===== config.mk =====
export PLATFORM = sky130hd
export DESIGN_NAME = uart_memdump
export DESIGN_NICKNAME = d
export VERILOG_FILES = /design/src/rtl/uart_pkg.sv /design/src/rtl/uart_tx_byte.sv /design/src/rtl/uart_memdump.sv
export SDC_FILE = /design/constraint.sdc
export NUM_CORES = 1
export LEC_CHECK = 0
export ABC_CLOCK_PERIOD_IN_PS = 2300
export CORE_MARGIN = 3
export CORE_UTILIZATION = 45
export DETAILED_ROUTE_END_ITERATION = 12
export DONT_BUFFER_PORTS = 1
export GPL_TIMING_DRIVEN = 0
export PLACE_DENSITY_LB_ADDON = 0.12
export SLEW_MARGIN = 20
export SYNTH_ARGS = -nofsm -noshare
export SYNTH_HDL_FRONTEND = slang
export SYNTH_SLANG_ARGS = --single-unit

===== constraint.sdc =====
create_clock -name CLK -period 2.3 [get_ports CLK]
set_input_delay 0.345 -clock CLK [delete_from_list [all_inputs] [get_ports CLK]]
set_output_delay 0.345 -clock CLK [all_outputs]
set_load 0.02 [all_outputs]

===== src/rtl/uart_pkg.sv =====
// Shared definitions for the UART memory-dump slice: FSM encoding,
// 8N1 frame constants and a baud divisor helper.
// Optional feature macro: UART_MEMDUMP_CHECKSUM_EN (adds the CKSUM state).
package uart_pkg;

  localparam logic        START_BIT  = 1'b0;
  localparam logic        STOP_BIT   = 1'b1;
  localparam int unsigned FRAME_BITS = 10;

  typedef enum logic [2:0] {
    ST_IDLE,
    ST_FETCH,
    ST_LOAD,
    ST_SEND,
    ST_NEXT,
    ST_FINISH
`ifdef UART_MEMDUMP_CHECKSUM_EN
    , ST_CKSUM
`endif
  } state_t;

  // Clock cycles per UART bit, rounded to nearest.
  function automatic int unsigned calc_baud_div(input int unsigned clk_hz,
                                                input int unsigned baud);
    return (clk_hz + baud / 2) / baud;
  endfunction

endpackage


===== src/rtl/uart_tx_byte.sv =====
// 8N1 byte transmitter. ready is also high in the final cycle of the stop
// bit so a byte loaded then starts the next frame with no idle gap.
module uart_tx_byte #(
  parameter int unsigned BAUD_DIV = 434
) (
  input  logic       CLK,
  input  logic       rst,
  input  logic       load,
  input  logic [7:0] byte_in,
  output logic       TX,
  output logic       ready
);
  import uart_pkg::*;

  localparam int unsigned CNT_W = $clog2(BAUD_DIV);

  logic [CNT_W-1:0] baud_q;
  logic [3:0]       bit_q;
  logic [8:0]       shift_q;
  logic             active_q;
  logic             bit_end;
  logic             frame_end;

  assign bit_end   = (baud_q == CNT_W'(BAUD_DIV - 1));
  assign frame_end = active_q && bit_end && (bit_q == 4'(FRAME_BITS - 1));
  assign ready     = !active_q || frame_end;

  // Baud/bit counters and line driver; shift_q carries data then the stop bit.
  always_ff @(posedge CLK or posedge rst) begin
    if (rst) begin
      TX       <= STOP_BIT;
      active_q <= 1'b0;
      baud_q   <= '0;
      bit_q    <= '0;
      shift_q  <= '0;
    end else if (load && ready) begin
      TX       <= START_BIT;
      active_q <= 1'b1;
      baud_q   <= '0;
      bit_q    <= '0;
      shift_q  <= {STOP_BIT, byte_in};
    end else if (active_q) begin
      if (bit_end) begin
        baud_q <= '0;
        if (bit_q == 4'(FRAME_BITS - 1)) begin
          active_q <= 1'b0;
          bit_q    <= '0;
          TX       <= STOP_BIT;
        end else begin
          bit_q   <= bit_q + 4'd1;
          TX      <= shift_q[0];
          shift_q <= {STOP_BIT, shift_q[8:1]};
        end
      end else begin
        baud_q <= baud_q + CNT_W'(1);
      end
    end
  end

endmodule


===== src/rtl/uart_memdump.sv =====
// Dumps an inclusive, wrapping word-address range of a synchronous-read
// memory over UART, one 8N1 frame per byte.
// Optional feature macro: UART_MEMDUMP_CHECKSUM_EN (trailing mod-256 sum frame).
module uart_memdump #(
  parameter int unsigned ADDR_W    = 11,
  parameter int unsigned DATA_W    = 32,
  parameter int unsigned BAUD_DIV  = 434,
  parameter int unsigned MSB_FIRST = 0
) (
  input  logic              CLK,
  input  logic              rst,
  input  logic              start,
  input  logic [ADDR_W-1:0] start_addr,
  input  logic [ADDR_W-1:0] end_addr,
  output logic [ADDR_W-1:0] mem_addr,
  input  logic [DATA_W-1:0] mem_data,
  output logic              TX,
  output logic              busy,
  output logic              done
);
  import uart_pkg::*;

  localparam int unsigned NBYTES = DATA_W / 8;
  localparam int unsigned BIDX_W = (NBYTES > 1) ? $clog2(NBYTES) : 1;
  localparam logic [BIDX_W-1:0] LAST_IDX = BIDX_W'(NBYTES - 1);

  state_t              state_q, state_d;
  logic [ADDR_W-1:0]   end_q;
  logic [DATA_W-1:0]   word_q;
  logic [BIDX_W-1:0]   byte_idx_q;
  logic                tx_load;
  logic [7:0]          tx_byte;
  logic                tx_ready;
`ifdef UART_MEMDUMP_CHECKSUM_EN
  logic [7:0]          cksum_q;
`endif

  function automatic logic [7:0] pick(input logic [DATA_W-1:0] w,
                                      input int unsigned idx);
    int unsigned k;
    k = (MSB_FIRST != 0) ? (NBYTES - 1 - idx) : idx;
    return 8'(w >> (k * 8));
  endfunction

  assign busy = (state_q != ST_IDLE) && (state_q != ST_FINISH);
  assign done = (state_q == ST_FINISH);

  uart_tx_byte #(.BAUD_DIV(BAUD_DIV)) u_tx (
    .CLK     (CLK),
    .rst     (rst),
    .load    (tx_load),
    .byte_in (tx_byte),
    .TX      (TX),
    .ready   (tx_ready)
  );

  // FSM state register.
  always_ff @(posedge CLK or posedge rst) begin
    if (rst) state_q <= ST_IDLE;
    else     state_q <= state_d;
  end

  // Next state and byte hand-off; the first byte comes straight from mem_data
  // in LOAD so its start bit lands in the following cycle.
  always_comb begin
    state_d = state_q;
    tx_load = 1'b0;
    tx_byte = '0;
    case (state_q)
      ST_IDLE:  if (start) state_d = ST_FETCH;
      ST_FETCH: state_d = ST_LOAD;
      ST_LOAD: begin
        tx_load = 1'b1;
        tx_byte = pick(mem_data, 0);
        state_d = ST_SEND;
      end
      ST_SEND: begin
        if (tx_ready) begin
          if (byte_idx_q != LAST_IDX) begin
            tx_load = 1'b1;
            tx_byte = pick(word_q, 32'(byte_idx_q) + 1);
          end else if (mem_addr != end_q) begin
            state_d = ST_NEXT;
          end else begin
`ifdef UART_MEMDUMP_CHECKSUM_EN
            tx_load = 1'b1;
            tx_byte = cksum_q;
            state_d = ST_CKSUM;
`else
            state_d = ST_FINISH;
`endif
          end
        end
      end
      ST_NEXT: state_d = ST_FETCH;
`ifdef UART_MEMDUMP_CHECKSUM_EN
      ST_CKSUM: if (tx_ready) state_d = ST_FINISH;
`endif
      ST_FINISH: state_d = ST_IDLE;
      default:   state_d = ST_IDLE;
    endcase
  end

  // Address range, word register and byte index.
  always_ff @(posedge CLK or posedge rst) begin
    if (rst) begin
      mem_addr   <= '0;
      end_q      <= '0;
      word_q     <= '0;
      byte_idx_q <= '0;
    end else begin
      case (state_q)
        ST_IDLE: if (start) begin
          mem_addr <= start_addr;
          end_q    <= end_addr;
        end
        ST_LOAD: begin
          word_q     <= mem_data;
          byte_idx_q <= '0;
        end
        ST_SEND: if (tx_ready && byte_idx_q != LAST_IDX) byte_idx_q <= byte_idx_q + BIDX_W'(1);
        ST_NEXT: mem_addr <= mem_addr + ADDR_W'(1);
        default: ;
      endcase
    end
  end

`ifdef UART_MEMDUMP_CHECKSUM_EN
  // Running sum of every data byte handed to the transmitter.
  always_ff @(posedge CLK or posedge rst) begin
    if (rst)                          cksum_q <= '0;
    else if (state_q == ST_IDLE && start) cksum_q <= '0;
    else if (tx_load)                 cksum_q <= cksum_q + tx_byte;
  end
`endif

endmodule


==> results of run 1 <==
==> sequential cells by signal, summed over array words and instances (netlist names) <==
register,flops
end_q,11
u_tx.TX,1
u_tx.active_q,1
state_q,3
byte_idx_q,2
mem_addr,11
u_tx.bit_q,4
u_tx.baud_q,9
word_q,24
u_tx.shift_q,9
==> routing by layer <==
layer | vias up | wire [um]
met5 | - | 0
met4 | 0 | 97
met3 | 10 | 523
met2 | 60 | 3780
met1 | 1310 | 3690
li1 | 1340 | -
==> per-stage QoR <==
| stage | util | TNS (ns) |
|---|---|---|
| after floorplan | - | 0 |
| after global placement | 0.492 | -62.37 |
| after detailed placement | 0.496 | 0 |
| after CTS | 0.521 | 0 |
| after global routing | 0.525 | -0.00428 |
| final | 0.525 | 0 |
==> cell usage after synthesis, types with 4 or more instances <==
master     count  share of area
mux2_2        25          0.074
nand2_1       57          0.056
and3_1         4         0.0066
clkbuf_1       7         0.0069
inv_1          4         0.0040
a21oi_1        6         0.0079
ha_1           6          0.020
xor2_1         7          0.016
mux2i_1        9          0.024
nand3b_1       9          0.018
nor3_1         6         0.0079
a311oi_1       6          0.014
o21ai_0       30          0.040
buf_2          8          0.011
nand4_1        4         0.0066
o2bb2ai_1      9          0.021
a211oi_1       7          0.014
dfrtp_1       74           0.49
xnor2_1        8          0.018
a221oi_1       8          0.018
nor2_1        23          0.023
nand3_1        8          0.011
==> cells by family (layout without fill, tap and decap cells) <==
group | after synthesis | count (layout) | share of synthesized area
AO/OA/AOI/OAI | 75 | 75 | 0.138
multiplexers | 34 | 34 | 0.0979
buffers and inverters | 22 | 41 | 0.0287
AND/OR/NAND/NOR | 136 | 136 | 0.186
flip-flops | 75 | 75 | 0.495
XOR/XNOR | 15 | 15 | 0.0346
adder cells (fa/ha/maj) | 6 | 6 | 0.0198
==> power by group through the flow <==
stage	clock (mW)	combinational, mW	sequential [mW]
3_3_place_gp	0	0.411	1.72
6_report	0.972	0.430	1.70
3_5_place_dp	0	0.432	1.72
4_1_cts	1.02	0.435	1.70
2_1_floorplan	0	0.356	1.67
5_1_grt	1.07	0.492	1.73
==> final cells by class <==
| type | instances | area [um^2] |
|---|---|---|
| repair buffers | 3 | 45.0 |
| clock buffers | 9 | 124 |
| inverters | 4 | 17.5 |
| flip-flops and latches | 75 | 1880 |
| multi-input cells | 266 | 1830 |
| fillers | 751 | 3780 |
| well taps | 102 | 128 |
| plain buffers | 18 | 95.1 |
| clock inverters | 7 | 66.3 |
==> worst min path at each step <==
stage / endpoint / startpoint
after floorplan: u_tx.shift_q[8]$_DFFE_PP0P_ / u_tx.shift_q[8]$_DFFE_PP0P_
after global placement: u_tx.shift_q[8]$_DFFE_PP0P_ / u_tx.shift_q[8]$_DFFE_PP0P_
after detailed placement: mem_addr[7]$_DFFE_PP0P_ / rst
after CTS: end_q[9]$_DFFE_PP0P_ / end_addr[9]
after global routing: end_q[4]$_DFFE_PP0P_ / end_addr[4]
final: end_q[9]$_DFFE_PP0P_ / end_addr[9]
==> worst max-delay path, stage by stage (launching register included) <==
cell and delay (ns):
dfrtp_1 0.43, inv_1 0.07, ha_1 0.15, nand3b_1 0.20, o31ai_4 0.40, nand3_1 0.15, clkbuf_2 0.23, a221oi_1 0.28
o2bb2ai_1 0.11
==> what timing repair did <==
item	in CTS	in global routing
hold buffers	1	0
hold endpoints to repair	17	0
setup endpoints to repair	0	9
resized for setup	0	6
setup buffers	0	1
==> results.txt, run 1 <==
global-route wire length before repair - 13700 um
Worst-Margin Slew - 0.749 ns
CP startpoint kind - flip-flop
crit path time final - 2.14 ns
fin crit share - 0.930
clock tree buffer depth - 2
Critical Path RT - 2.52 ns
maximum fanout along the worst path - 10
Synth Register Bits - 75
dpl ws - 0.110 ns
Clock Latency Late Sink - 0.34 ns
# diodes - 0
EDFF count, synth - 0
clock power share - 0.314
Final setup viols - 0
CTS H-tree depth - 3
Remaining DRCs - 0
status - completed
TritonCTS clock tree - built
Lkg Pwr - 1.81 nW
setup ws final - 0.160 ns
number of CTS-inserted buffers - 9
internal power - 2.15 mW
Die Ht - 97.8 um
gr usage total - 0.175
# clock sinks - 75
Pins Over Slew Limit - 0
library cells used by synthesis - 50
internal reg-to-reg setup slack - 0.16 ns
worst hold slack - 0.102 ns
Min-Delay Path Depth - 2
PD cells - 740 mW/mm^2
post-DP HPWL - 5910 um
HP Class - in -> reg
Crit. Startpoint - u_tx.bit_q[1]$_DFFE_PP0P_
pin count of the biggest net entering global routing - 59
sequential power share - 0.548
Antenna Nets Post-Route - 0
RD Place Congestion - 0.762
most frequent cells in the layout - 74 x dfrtp_1, 57 x nand2_1, 30 x o21ai_0
Synth Warn # - 0
top-level I/O count - 71
Seq/Total Area, Yosys - 0.495
TritonRoute pass-1 iters - 4
DRT Wirelength - 8090 um
top_reg_cell synth - dfrtp_1
Max Freq - 467 MHz
die boundary width - 97.8 um
clock-pin slew on the worst setup and hold paths - 0.09 ns
slew margin rel. - 0.494
Cell Area, Placed - 0.00395 mm^2
syn nets - 426
Critical Path AT - 2.36 ns
Combinational Power Share - 0.139
met2 usage - 0.257
worst-case reg-to-reg path depth - 8
Net Sw Frac - 0.307
total chip power - 3.10 mW
clock skew - 0.00663 ns
grt ovf - 0
kind of critical path - reg -> reg
fin area - 0.00419 mm^2
vias in the first global route - 2733
CP endpoint - u_tx.shift_q[2]$_DFFE_PP0P_
VDD IR max - 0.000493 V
Final Hold Vio Count - 0
Root Buffer - clkbuf_8
P&R area growth vs syn - 10.3%
worst flop-to-flop path endpoint - u_tx.shift_q[2]$_DFFE_PP0P_
met1 usage - 0.250
mapped cell area - 0.00379 mm^2
Max Cap Viol - 0
Post-Layout Cell Count - 484
Mean Syn Cell Area - 10.5 um^2
Cells after Synth - 363
asr flop ratio synth - 1.00
PortBufs - 0
row count - 32
Core Box Area - 0.00797 mm^2
most common cell after layout, fill and taps aside - dfrtp_1
initial antenna violation count - 0
placed insts - 466
via/cell ratio - 5.62
DRT iter0 DRCs - 95
routed via count - 2720
met3 Usage GRT - 0.0543
Initial Util - 0.476
die area - 0.00957 mm^2
WL/cell - 16.7 um
Psw - 0.953 mW
R2R Path Start - u_tx.bit_q[1]$_DFFE_PP0P_
share of cells above drive strength 1 - 0.178
CP Capture Type - flip-flop
global routing's busiest layer - met2
Total Nets Final - 440
(Power assumes the default switching activity.)
==> run 2: changes to the inputs <==
Settings changed: SLEW_MARGIN 20 to 40.
==> results.txt, run 2 (same netlist as run 1, synthesis figures left out) <==
initial antenna violation count - 0 (unchanged)
Final setup viols - 0 (unchanged)
WL/cell - 17.3 um (+3.4%)
Max Freq - 477 MHz (+2.0%)
clock skew - 0.00421 ns (-0.00242 ns)
Remaining DRCs - 0 (unchanged)
slowest cell on the critical path - dfrtp_1
Root Buffer - clkbuf_8
status - completed
grt ovf - 0 (unchanged)
Lkg Pwr - 1.84 nW (+1.9%)
die area - 0.00957 mm^2 (unchanged)
# clock sinks - 75 (unchanged)
Max Cap Viol - 0 (unchanged)
most frequent cells in the layout - 74 x dfrtp_1, 57 x nand2_1, 30 x o21ai_0
CP Capture Type - flip-flop
# diodes - 0 (unchanged)
maximum fanout along the worst path - 10 (unchanged)
top-level I/O count - 71 (unchanged)
clock-pin slew on the worst setup and hold paths - 0.08 ns (about the same)
P&R area growth vs syn - 12.5%
vias in the first global route - 2758 (+0.91%)
CP bufs+invs - 2 (unchanged)
dpl ws - 0.125 ns (+0.0150 ns)
top cell family by delay on the critical path - compound AO/OA/AOI/OAI gates
routed via count - 2745 (+0.92%)
gr usage total - 0.179 (+0.00417)
CTS H-tree depth - 3 (unchanged)
fin crit share - 0.912 (-0.0182)
setup ws final - 0.202 ns (+0.0418 ns)
Worst path max stage delay - 0.43 ns (about the same)
RD Place Congestion - 0.762 (unchanged)
Critical Path RT - 2.53 ns (about the same)
Core Box Area - 0.00797 mm^2 (unchanged)
Worst-Margin Slew - 0.711 ns (-0.0376 ns)
number of CTS-inserted buffers - 9 (unchanged)
placed insts - 466 (unchanged)
Largest register FFs - 24 (unchanged)
CP cell instances - inv_1 -> ha_1 -> nand3b_1 -> o31ai_4 -> nand3_1 -> clkbuf_2 -> a221oi_1 -> o2bb2ai_1
row count - 32 (unchanged)
Final Hold Vio Count - 0 (unchanged)
VDD IR max - 0.000430 V (-13%)
clock tree buffer depth - 2 (unchanged)
largest registers - word_q: 24 flops, end_q: 11 flops, mem_addr: 11 flops
TritonRoute pass-1 iters - 4 (unchanged)
Antenna Nets Post-Route - 0 (unchanged)
Reg with most FFs - word_q
via/cell ratio - 5.66 (+0.71%)
post-DP HPWL - 5940 um (+0.51%)
RSZ-0062 raised after global routing - no
share of cells above drive strength 1 - 0.185 (+0.00737)
PD cells - 792 mW/mm^2 (+6.9%)
Critical Path AT - 2.33 ns (-0.03 ns)
total chip power - 3.38 mW (+9.0%)
DRT iter0 DRCs - 80 (-16%)
global-route wire length before repair - 13800 um (+0.66%)
Pins Over Slew Limit - 0 (unchanged)
most common cell after layout, fill and taps aside - dfrtp_1
Initial Util - 0.476 (unchanged)
TritonCTS clock tree - built
Total Nets Final - 441 (+0.23%)
DRT Wirelength - 8380 um (+3.6%)
crit path time final - 2.10 ns (-0.0418 ns)
pin count of the biggest net entering global routing - 59 (unchanged)
CP startpoint kind - flip-flop
Post-Layout Cell Count - 485 (+0.21%)
HP Class - in -> reg
kind of critical path - reg -> reg
PortBufs - 0 (unchanged)
die boundary width - 97.8 um (unchanged)
Die Ht - 97.8 um (unchanged)
Clock Latency Late Sink - 0.35 ns (about the same)
TNS Setup - 0 ns (unchanged)
slew margin rel. - 0.524 (+0.0303)
run 2: final timing paths:
kind | slack [ns] | endpoint | cells past startpoint | startpoint
min in group asynchronous | 0.41 | mem_addr[5]$_DFFE_PP0P_ | 2 | rst
max | 0.20 | u_tx.shift_q[2]$_DFFE_PP0P_ | 8 | u_tx.bit_q[1]$_DFFE_PP0P_
max reg2reg | 0.20 | u_tx.shift_q[2]$_DFFE_PP0P_ | 8 | u_tx.bit_q[1]$_DFFE_PP0P_
min reg2reg | 0.48 | u_tx.shift_q[8]$_DFFE_PP0P_ | 1 | u_tx.shift_q[8]$_DFFE_PP0P_
max in group asynchronous | 1.31 | u_tx.TX$_DFFE_PP1P_ | 3 | rst
min | 0.1 | end_q[2]$_DFFE_PP0P_ | 2 | end_addr[2]
run 2: repair_timing:
| item | in CTS | in global routing |
|---|---|---|
| endpoints found under the hold margin | 17 | 0 |
| hold buffers | 1 | 0 |
| resized for setup | 0 | 8 |
| setup endpoints to repair | 0 | 10 |
| buffers inserted | 0 | 2 |
run 2: where the power goes:
part / switching, mW / internal [mW] / total [mW] / leakage [nW]
Sequential: 0.199 / 1.50 / 1.70 / 0.925
Clock: 0.517 / 0.730 / 1.25 / 0.124
Combinational: 0.208 / 0.224 / 0.432 / 0.792
run 2: routing by layer:
| metal | global-route usage | routed length, um | vias to the layer above |
|---|---|---|---|
| met3 | 0.0564 | 483 | 7 |
| met4 | 0.0596 | 97 | 0 |
| li1 | - | - | 1344 |
| met5 | 0 | 0 | - |
| met1 | 0.250 | 3930 | 1339 |
| met2 | 0.265 | 3870 | 55 |
run 2: through the flow:
step / area [um^2] / hold WS [ns] / util
6_report: 4270 / 0.0981 / 0.536
5_1_grt: 4270 / 0.0872 / 0.536
4_1_cts: 4210 / 0.0793 / 0.529
3_5_place_dp: 3960 / 0.151 / 0.496
3_3_place_gp: 3920 / 0.451 / 0.492
2_1_floorplan: 3790 / 0.434 / -
run 2: area by class of cell:
type                            instances  area (um^2)
Sequential cell                        75         1880
Fill cell                             744         3700
Tap cell                              102          128
Multi-Input combinational cell        266         1850
Clock buffer                            9          124
Clock inverter                          7          125
Timing Repair Buffer                    4         52.6
Buffer                                 18         95.1
Inverter                                4         20.0
